### config.mk
export PLATFORM = sky130hd
export DESIGN_NAME = bus_arbiter
export DESIGN_NICKNAME = d
export VERILOG_FILES = /design/src/rtl/bus_arbiter.sv
export SDC_FILE = /design/constraint.sdc
export NUM_CORES = 1
export LEC_CHECK = 0
export ABC_AREA = 1
export CAP_MARGIN = 20
export CORE_UTILIZATION = 53
export DETAILED_ROUTE_END_ITERATION = 6
export PLACE_DENSITY_LB_ADDON = 0.2
export SLEW_MARGIN = 20
export SYNTH_ARGS = -nofsm -noshare
export SYNTH_HDL_FRONTEND = slang
export SYNTH_SLANG_ARGS = --single-unit
### constraint.sdc
create_clock -name clk -period 1.8 [get_ports clk]
set_input_delay 0.36 -clock clk [delete_from_list [all_inputs] [get_ports clk]]
set_output_delay 0.36 -clock clk [all_outputs]
set_load 0.03 [all_outputs]
### src/rtl/bus_arbiter.sv
// bus_arbiter: two-master/three-slave serial bus arbiter with serial slave addressing and timeout
// Ports: clk/rstn (async active-low); m*_req, m*_addr, m*_addr_valid from the masters;
// slave_done per-slave completion pulses; bus_grant/slave_grant registered selects;
// m*_err one-cycle abort pulses; busy high outside IDLE.
module bus_arbiter #(
  parameter int TIMEOUT = 64,
  parameter int CNT_W = 7,
  parameter bit RR_EN = 1'b1
) (
  input  logic       clk,
  input  logic       rstn,
  input  logic       m1_req,
  input  logic       m2_req,
  input  logic       m1_addr,
  input  logic       m1_addr_valid,
  input  logic       m2_addr,
  input  logic       m2_addr_valid,
  input  logic [2:0] slave_done,
  output logic [1:0] bus_grant,
  output logic [2:0] slave_grant,
  output logic       m1_err,
  output logic       m2_err,
  output logic       busy
);
  typedef enum logic [1:0] {IDLE, ADDR, CONNECT, RELEASE} state_t;
  state_t r_state, w_state;
  logic [1:0] r_bg, w_bg, r_addr, w_addr, r_bits, w_bits;
  logic [2:0] r_sg, w_sg;
  logic [CNT_W-1:0] r_cnt, w_cnt;
  logic r_e1, r_e2, w_e1, w_e2, r_busy, r_owner, w_owner, r_last, w_last;
  logic w_req, w_av, w_a, w_win_m2, w_done, w_tmo, w_rel, w_err;
  // r_owner/r_last: 0 = master 1, 1 = master 2
  assign w_req = r_owner ? m2_req : m1_req;
  assign w_av = r_owner ? m2_addr_valid : m1_addr_valid;
  assign w_a = r_owner ? m2_addr : m1_addr;
  assign w_win_m2 = m2_req & (~m1_req | (RR_EN & ~r_last));
  assign w_done = |(slave_done & {r_addr == 2'd3, r_addr == 2'd2, r_addr == 2'd1});
  assign w_tmo = r_cnt >= CNT_W'(TIMEOUT - 1);
  always_comb begin
    w_state = r_state;
    w_bg = r_bg;
    w_sg = r_sg;
    w_addr = r_addr;
    w_bits = r_bits;
    w_cnt = r_cnt + 1'b1;
    w_owner = r_owner;
    w_last = r_last;
    w_rel = 1'b0;
    w_err = 1'b0;
    w_e1 = 1'b0;
    w_e2 = 1'b0;
    case (r_state)
      IDLE: begin
        w_cnt = '0;
        if (m1_req | m2_req) begin
          w_state = ADDR;
          w_owner = w_win_m2;
          w_bg = w_win_m2 ? 2'b10 : 2'b01;
          w_addr = '0;
          w_bits = '0;
        end
      end
      ADDR: begin
        // completing the address outranks timeout; a first bit arriving on the timeout cycle does not
        if (!w_req) w_rel = 1'b1;
        else if (w_av && r_bits == 2'd1) begin
          w_addr = {r_addr[0], w_a};
          if ({r_addr[0], w_a} == 2'b00) {w_rel, w_err} = 2'b11;
          else begin
            w_state = CONNECT;
            w_sg = {r_addr[0], w_a, 1'b1};
            w_cnt = '0;
          end
        end else if (w_tmo) {w_rel, w_err} = 2'b11;
        else if (w_av) begin
          w_addr = {r_addr[0], w_a};
          w_bits = r_bits + 1'b1;
        end
      end
      CONNECT: begin
        if (w_done || !w_req) w_rel = 1'b1;
        else if (w_tmo) {w_rel, w_err} = 2'b11;
      end
      default: begin
        w_state = IDLE;
        w_last = r_owner;
        w_cnt = '0;
      end
    endcase
    if (w_rel) begin
      w_state = RELEASE;
      w_bg = 2'b00;
      w_sg = 3'b000;
      w_e1 = w_err & ~r_owner;
      w_e2 = w_err & r_owner;
    end
  end
  always_ff @(posedge clk or negedge rstn) begin
    if (!rstn) begin
      r_state <= IDLE;
      r_bg <= '0;
      r_sg <= '0;
      r_e1 <= 1'b0;
      r_e2 <= 1'b0;
      r_busy <= 1'b0;
      r_addr <= '0;
      r_bits <= '0;
      r_cnt <= '0;
      r_owner <= 1'b0;
      r_last <= 1'b1;
    end else begin
      r_state <= w_state;
      r_bg <= w_bg;
      r_sg <= w_sg;
      r_e1 <= w_e1;
      r_e2 <= w_e2;
      r_busy <= w_state != IDLE;
      r_addr <= w_addr;
      r_bits <= w_bits;
      r_cnt <= w_cnt;
      r_owner <= w_owner;
      r_last <= w_last;
    end
  end
  assign bus_grant = r_bg;
  assign slave_grant = r_sg;
  assign m1_err = r_e1;
  assign m2_err = r_e2;
  assign busy = r_busy;
endmodule
[Yosys cells after proc, flatten, opt, wreduce, memory -nomap -nowiden]
Index checks and enable logic that the tools add are counted.
Storage, ports and cells
  register bits after elaboration: 23
  bits of input ports: 11
  output and inout port bits: 8
  logic and storage cells: 100
Cells by class
  add/sub/neg operators: 2
  order comparisons: 1
  equal/unequal tests: 14
  mux-type cells: 44
  bitwise gates (word level): 9
  reductions and logical operators: 19
Operators with widths (count)
  $mux W2: 18
  $mux W7: 3
  $mux W3: 5
  $pmux W7 S2: 1
  $reduce_bool A2 Y1: 7
  $mux W1: 12
  $ne A2 B2 Y1 const B: 6
  $pmux W2 S2: 2
  $add A7 B1 Y7 const B: 1
  $ge A7 B6 Y1 const B: 1
  $eq A2 B1 Y1 const B: 3
  $eq A2 B2 Y1 const B: 3
  $ne A3 B3 Y1 const B: 2
  $pmux W2 S3: 1
  $reduce_and A6 Y1: 1
  $reduce_or A3 Y1: 2
  $reduce_and A5 Y1: 1
  $logic_not A2 Y1: 2
  $pmux W1 S2: 2
  $reduce_and A2 Y1: 2
  $reduce_and A4 Y1: 1
  $and A1 B1 Y1: 3
  $and A3 B3 Y3: 1
  $not A1 Y1: 3
  5 further kinds: 6

[Depth between registers and ports, before layout]
  depth after elaboration: 8
  depth in mapped cells: 12
  mapped depth without buffers: 12

[Least setup slack after synthesis]
No wires, ideal clock.
  path kind: reg2reg
  start point: register r_state[1]
  end point: register r_addr[1]
  library setup time: 0.095 ns
  arrival: 1.430 ns
  required time: 1.705 ns
  setup slack: 0.274 ns
  stages on the path, launching flop included: 9
  clock period less this slack: 1.526 ns
  cell sequence: dfrtp_1 -> inv_1 -> ha_1 -> clkbuf_2 -> inv_1 -> nor2_2 -> nor3_4 -> nand2_2 -> o31ai_1
Between the ends
  word-level cells in the longest chain between the ends: 3
  elaborated cells between the ends (all ways): 9
  those cells by class: eq/ne (5); mux (1); reduce/logical (3)
Ends and longest elaborated chain
  start: declaration: line 26  | state_t r_state, w_state;
  start signal: assignment: line 112  | r_state <= w_state;
  $eq A2 B1 Y1 / $logic_not A2 Y1 (equally long branches): line 52  | case (r_state)
  $ne A3 B3 Y1 (no line), or another cell as far along
  $reduce_and A5 Y1 (no line)
  end signal: assignment: line 118  | r_addr <= w_addr;
  end: declaration: line 27  | logic [1:0] r_bg, w_bg, r_addr, w_addr, r_bits, w_bits;
Several ways; a longest one is shown, not always the timed one.
A chain may end at the register's enable or synchronous reset.

[Worst setup path after layout]
  start point: register r_sg[1] (netlist: slave_grant[1])
  end point: output slave_grant[1]
RTL lines
  start: declaration: line 28  | logic [2:0] r_sg, w_sg;
  start signal: assignment: line 114  | r_sg <= w_sg;
  end: declaration: line 20  | output logic [2:0] slave_grant,
No word-level cell between the ends.

==> flow_summary.yaml <==
routing:
  drt_wl_total_um: 2546
  wl_per_cell_um: 11.95
  initialDrtViolationCount: 17
  via_count: 1084
  drc: 0
  drt-pass1-iter-count: 4
  vias_per_cell: 5.089
  ant_nets: 0
sta:
  hold_viol_final: 0
  slew_headroom_pct: 75.63
  tightest_slew_ns: 0.3617
  min_period_over_period_pct: 94.53
  fin_crit_ns: 1.701
  fin_tns_setup_ns: 0
  grt_setup_unrepaired: "no"
  fin_skew_ns: 0.007723
  setup_violations: 0
  slew_violations: 0
  worst_hold_slack_ns: 0.3948
  max_freq_mhz: 587.7
grt:
  grt_pass1_vias: 1044
  grt_pass1_wl_um: 4257
  track_usage_pct: 22.27
  grt_max_degree: 24
  antenna_found_initial: 0
  grt.overflow.total: 0
worst_setup_path:
  worstPathCellList: "clkdlybuf4s50_1"
  cpPeakStageDelay_ns: 0.67
  cp_data_required_time_ns: 1.44
  crit_family: "buffers and inverters"
  critPathSlowestCell: "clkdlybuf4s50_1"
  cp-start-kind: "register"
  endpoint_kind: "primary output"
  cp_max_fo: 2
  path_buf_inv: 1
  crit_type: "register to primary output"
  cp.arrival_ns: 1.34
floorplan:
  chipHeight_um: 51.41
  coreArea_um2: 2255
  die_w_um: 51.41
  initial_core_util_pct: 57.38
  rows: 17
  io_pins: 19
  die-area_um2: 2642
cells_and_area:
  final_cells: 213
  area_growth_pct: 20.21
  drive_gt1_share_pct: 14.59
  fin_util_pct: 68.98
  finalNetCount: 204
  diodes: 0
synth:
  synth_top_family_by_area: "simple AND/OR/NAND/NOR gates"
  seq_area_frac_synth_pct: 44.58
  syn_nets: 179
  synth_fa_ha_area_share_pct: 6.770
  synth_compound_area_share_pct: 8.124
  ys_seq_elements: 23
  synthMuxAreaShare_pct: 0
  synthXorXnorAreaFrac_pct: 1.354
  syn_inst: 161
  synth.distinct_cells: 26
  synthTopCellsByArea: "dfrtp_1 (43%), nand2_1 (9.6%), ha_1 (6.8%)"
  synth_top_cell_area_share_pct: 42.55
  synthesis.yosys.warnings: 0
  yosys.area.top_type: "dfrtp_1"
  yosys.area_share.simple_pct: 31.62
  syn_area_per_cell_um2: 8.036
  syn_area_um2: 1294
clock_network:
  cts_num_sinks: 23
  hold_buffers: 0
  cts_buffer_depth: 2
  cts_setup_buffers: 0
  root_buffer: "clkbuf_4"
  tritoncts: "done"
  cts.clk_slew.worst_paths_ns: 0.12
  numCtsBuffers: 3
  clock_latency_ns: 0.30
  cts_max_level: 1
power:
  peakVddDrop_mv: 1.111
  p_total_w: 0.002227
  power_per_cell_area_nw_per_um2: 1432
  power_leakage_nw: 0.7727
placed_design:
  dp.final_hpwl_um: 2051
  numPortBuffers: 18
  routabilityCongestion: 0.7974
  dpl.cell_count: 209
status:
  status: "finished, final reports clean"
job:
  drv_cap: 0
hold_path:
  hp-class: "input port to async pin"
[cells in the mapped netlist]
master / instances
ha_1: 7
nand3_2: 2
nor2_1: 20
inv_2: 3
a21oi_2: 1
nand2_2: 5
o31ai_1: 2
nand4_1: 1
o21ai_0: 6
dfstp_2: 1
nor3_4: 1
nand2_4: 1
nand3_1: 17
xor2_1: 2
o21ai_1: 2
dfrtp_1: 22
a21o_1: 1
inv_4: 1
clkbuf_2: 1
nand2_1: 33
inv_1: 20
a21oi_1: 5
nor3_1: 2
o21ai_2: 1
nor2_2: 3
nor2_4: 1
[where the power goes]
group | internal, W | leakage [nW] | total (W) | switching (W)
Sequential | 0.000663 | 0.304 | 0.000768 | 0.000105
Combinational | 0.000447 | 0.453 | 0.00123 | 0.000780
Clock | 0.0000864 | 0.0150 | 0.000232 | 0.000145
[path summary, 6_finish.rpt]
check	startpoint	slack, ns	endpoint	cells after the start
worst max-delay path	slave_grant[1]$_DFFE_PN0P_	0.1	slave_grant[1]	1
worst min-delay path	rstn	0.39	r_cnt[5]$_DFF_PN0_	2
worst max register to register	r_state[0]$_DFF_PN0_	0.16	r_bits[1]$_DFFE_PN0P_	7
worst min register to register	r_cnt[0]$_DFF_PN0_	0.48	r_cnt[0]$_DFF_PN0_	1
max in group asynchronous	rstn	1.12	r_last$_DFFE_PN1N_	2
min in group clk	r_cnt[0]$_DFF_PN0_	0.48	r_cnt[0]$_DFF_PN0_	1
[registers in the layout (all words and copies together), names as in the netlist]
name and count:
r_cnt 7, r_last 1, m1_err 1, bus_grant 2, r_bits 2, busy 1, slave_grant 3, r_owner 1
r_state 2, m2_err 1, r_addr 2
[per-stage QoR]
stage / setup slack (ns) / cell area (um2)
2_1_floorplan: 0.2744 / 1294
3_3_place_gp: -0.02745 / 1526
3_5_place_dp: -0.08568 / 1526
4_1_cts: 0.08435 / 1553
5_1_grt: 0.01273 / 1555
6_report: 0.09853 / 1555
[final cells by class]
class,count,area (um2)
Multi-Input combinational cell,113,621.8
Inverter,24,92.59
Clock buffer,4,26.28
Fill cell,193,699.4
Timing Repair Buffer,21,202.7
Tap cell,28,35.03
Sequential cell,23,576.8
[kinds of logic (layout without fill, tap and decap cells)]
logic type	Yosys count	after routing
fa+ha+maj	7	7
compound gates	18	18
buf+inv	25	49
flops	23	23
xor+xnor	2	2
simple gates	86	86
[cell usage in the layout, fill, tap and decap left out]
cell type / Yosys / routed
nand2_2: 5 / 5
dfrtp_1: 22 / 22
inv_1: 20 / 20
a21o_1: 1 / 1
ha_1: 7 / 6
o21ai_2: 1 / 1
o21ai_1: 2 / 2
clkdlybuf4s50_1: 0 / 18
buf_4: 0 / 3
nor3_1: 2 / 2
nor3_4: 1 / 1
ha_2: 0 / 1
nor2_1: 20 / 20
xor2_1: 2 / 2
clkbuf_4: 0 / 3
nand3_1: 17 / 17
o21ai_0: 6 / 6
inv_4: 1 / 1
inv_2: 3 / 3
a21oi_2: 1 / 1
nor2_2: 3 / 3
nor2_4: 1 / 1
nand4_1: 1 / 1
a21oi_1: 5 / 5
nand3_2: 2 / 2
nand2_1: 33 / 33
nand2_4: 1 / 1
clkbuf_1: 0 / 1
dfstp_2: 1 / 1
o31ai_1: 2 / 2
[repair_timing]
action                                  CTS  global route
resized for setup                         0             1
endpoints found under the hold margin     0             0
endpoints found under the setup margin    0             3
[layer usage]
layer / wire (um) / global-route usage [%]
met1: 1104 / 24.67
met2: 1324 / 41.34
met3: 67 / 2.976
met4: 50 / 10.36
met5: 0 / 0
No activity file was read; power rests on OpenSTA's default activity.
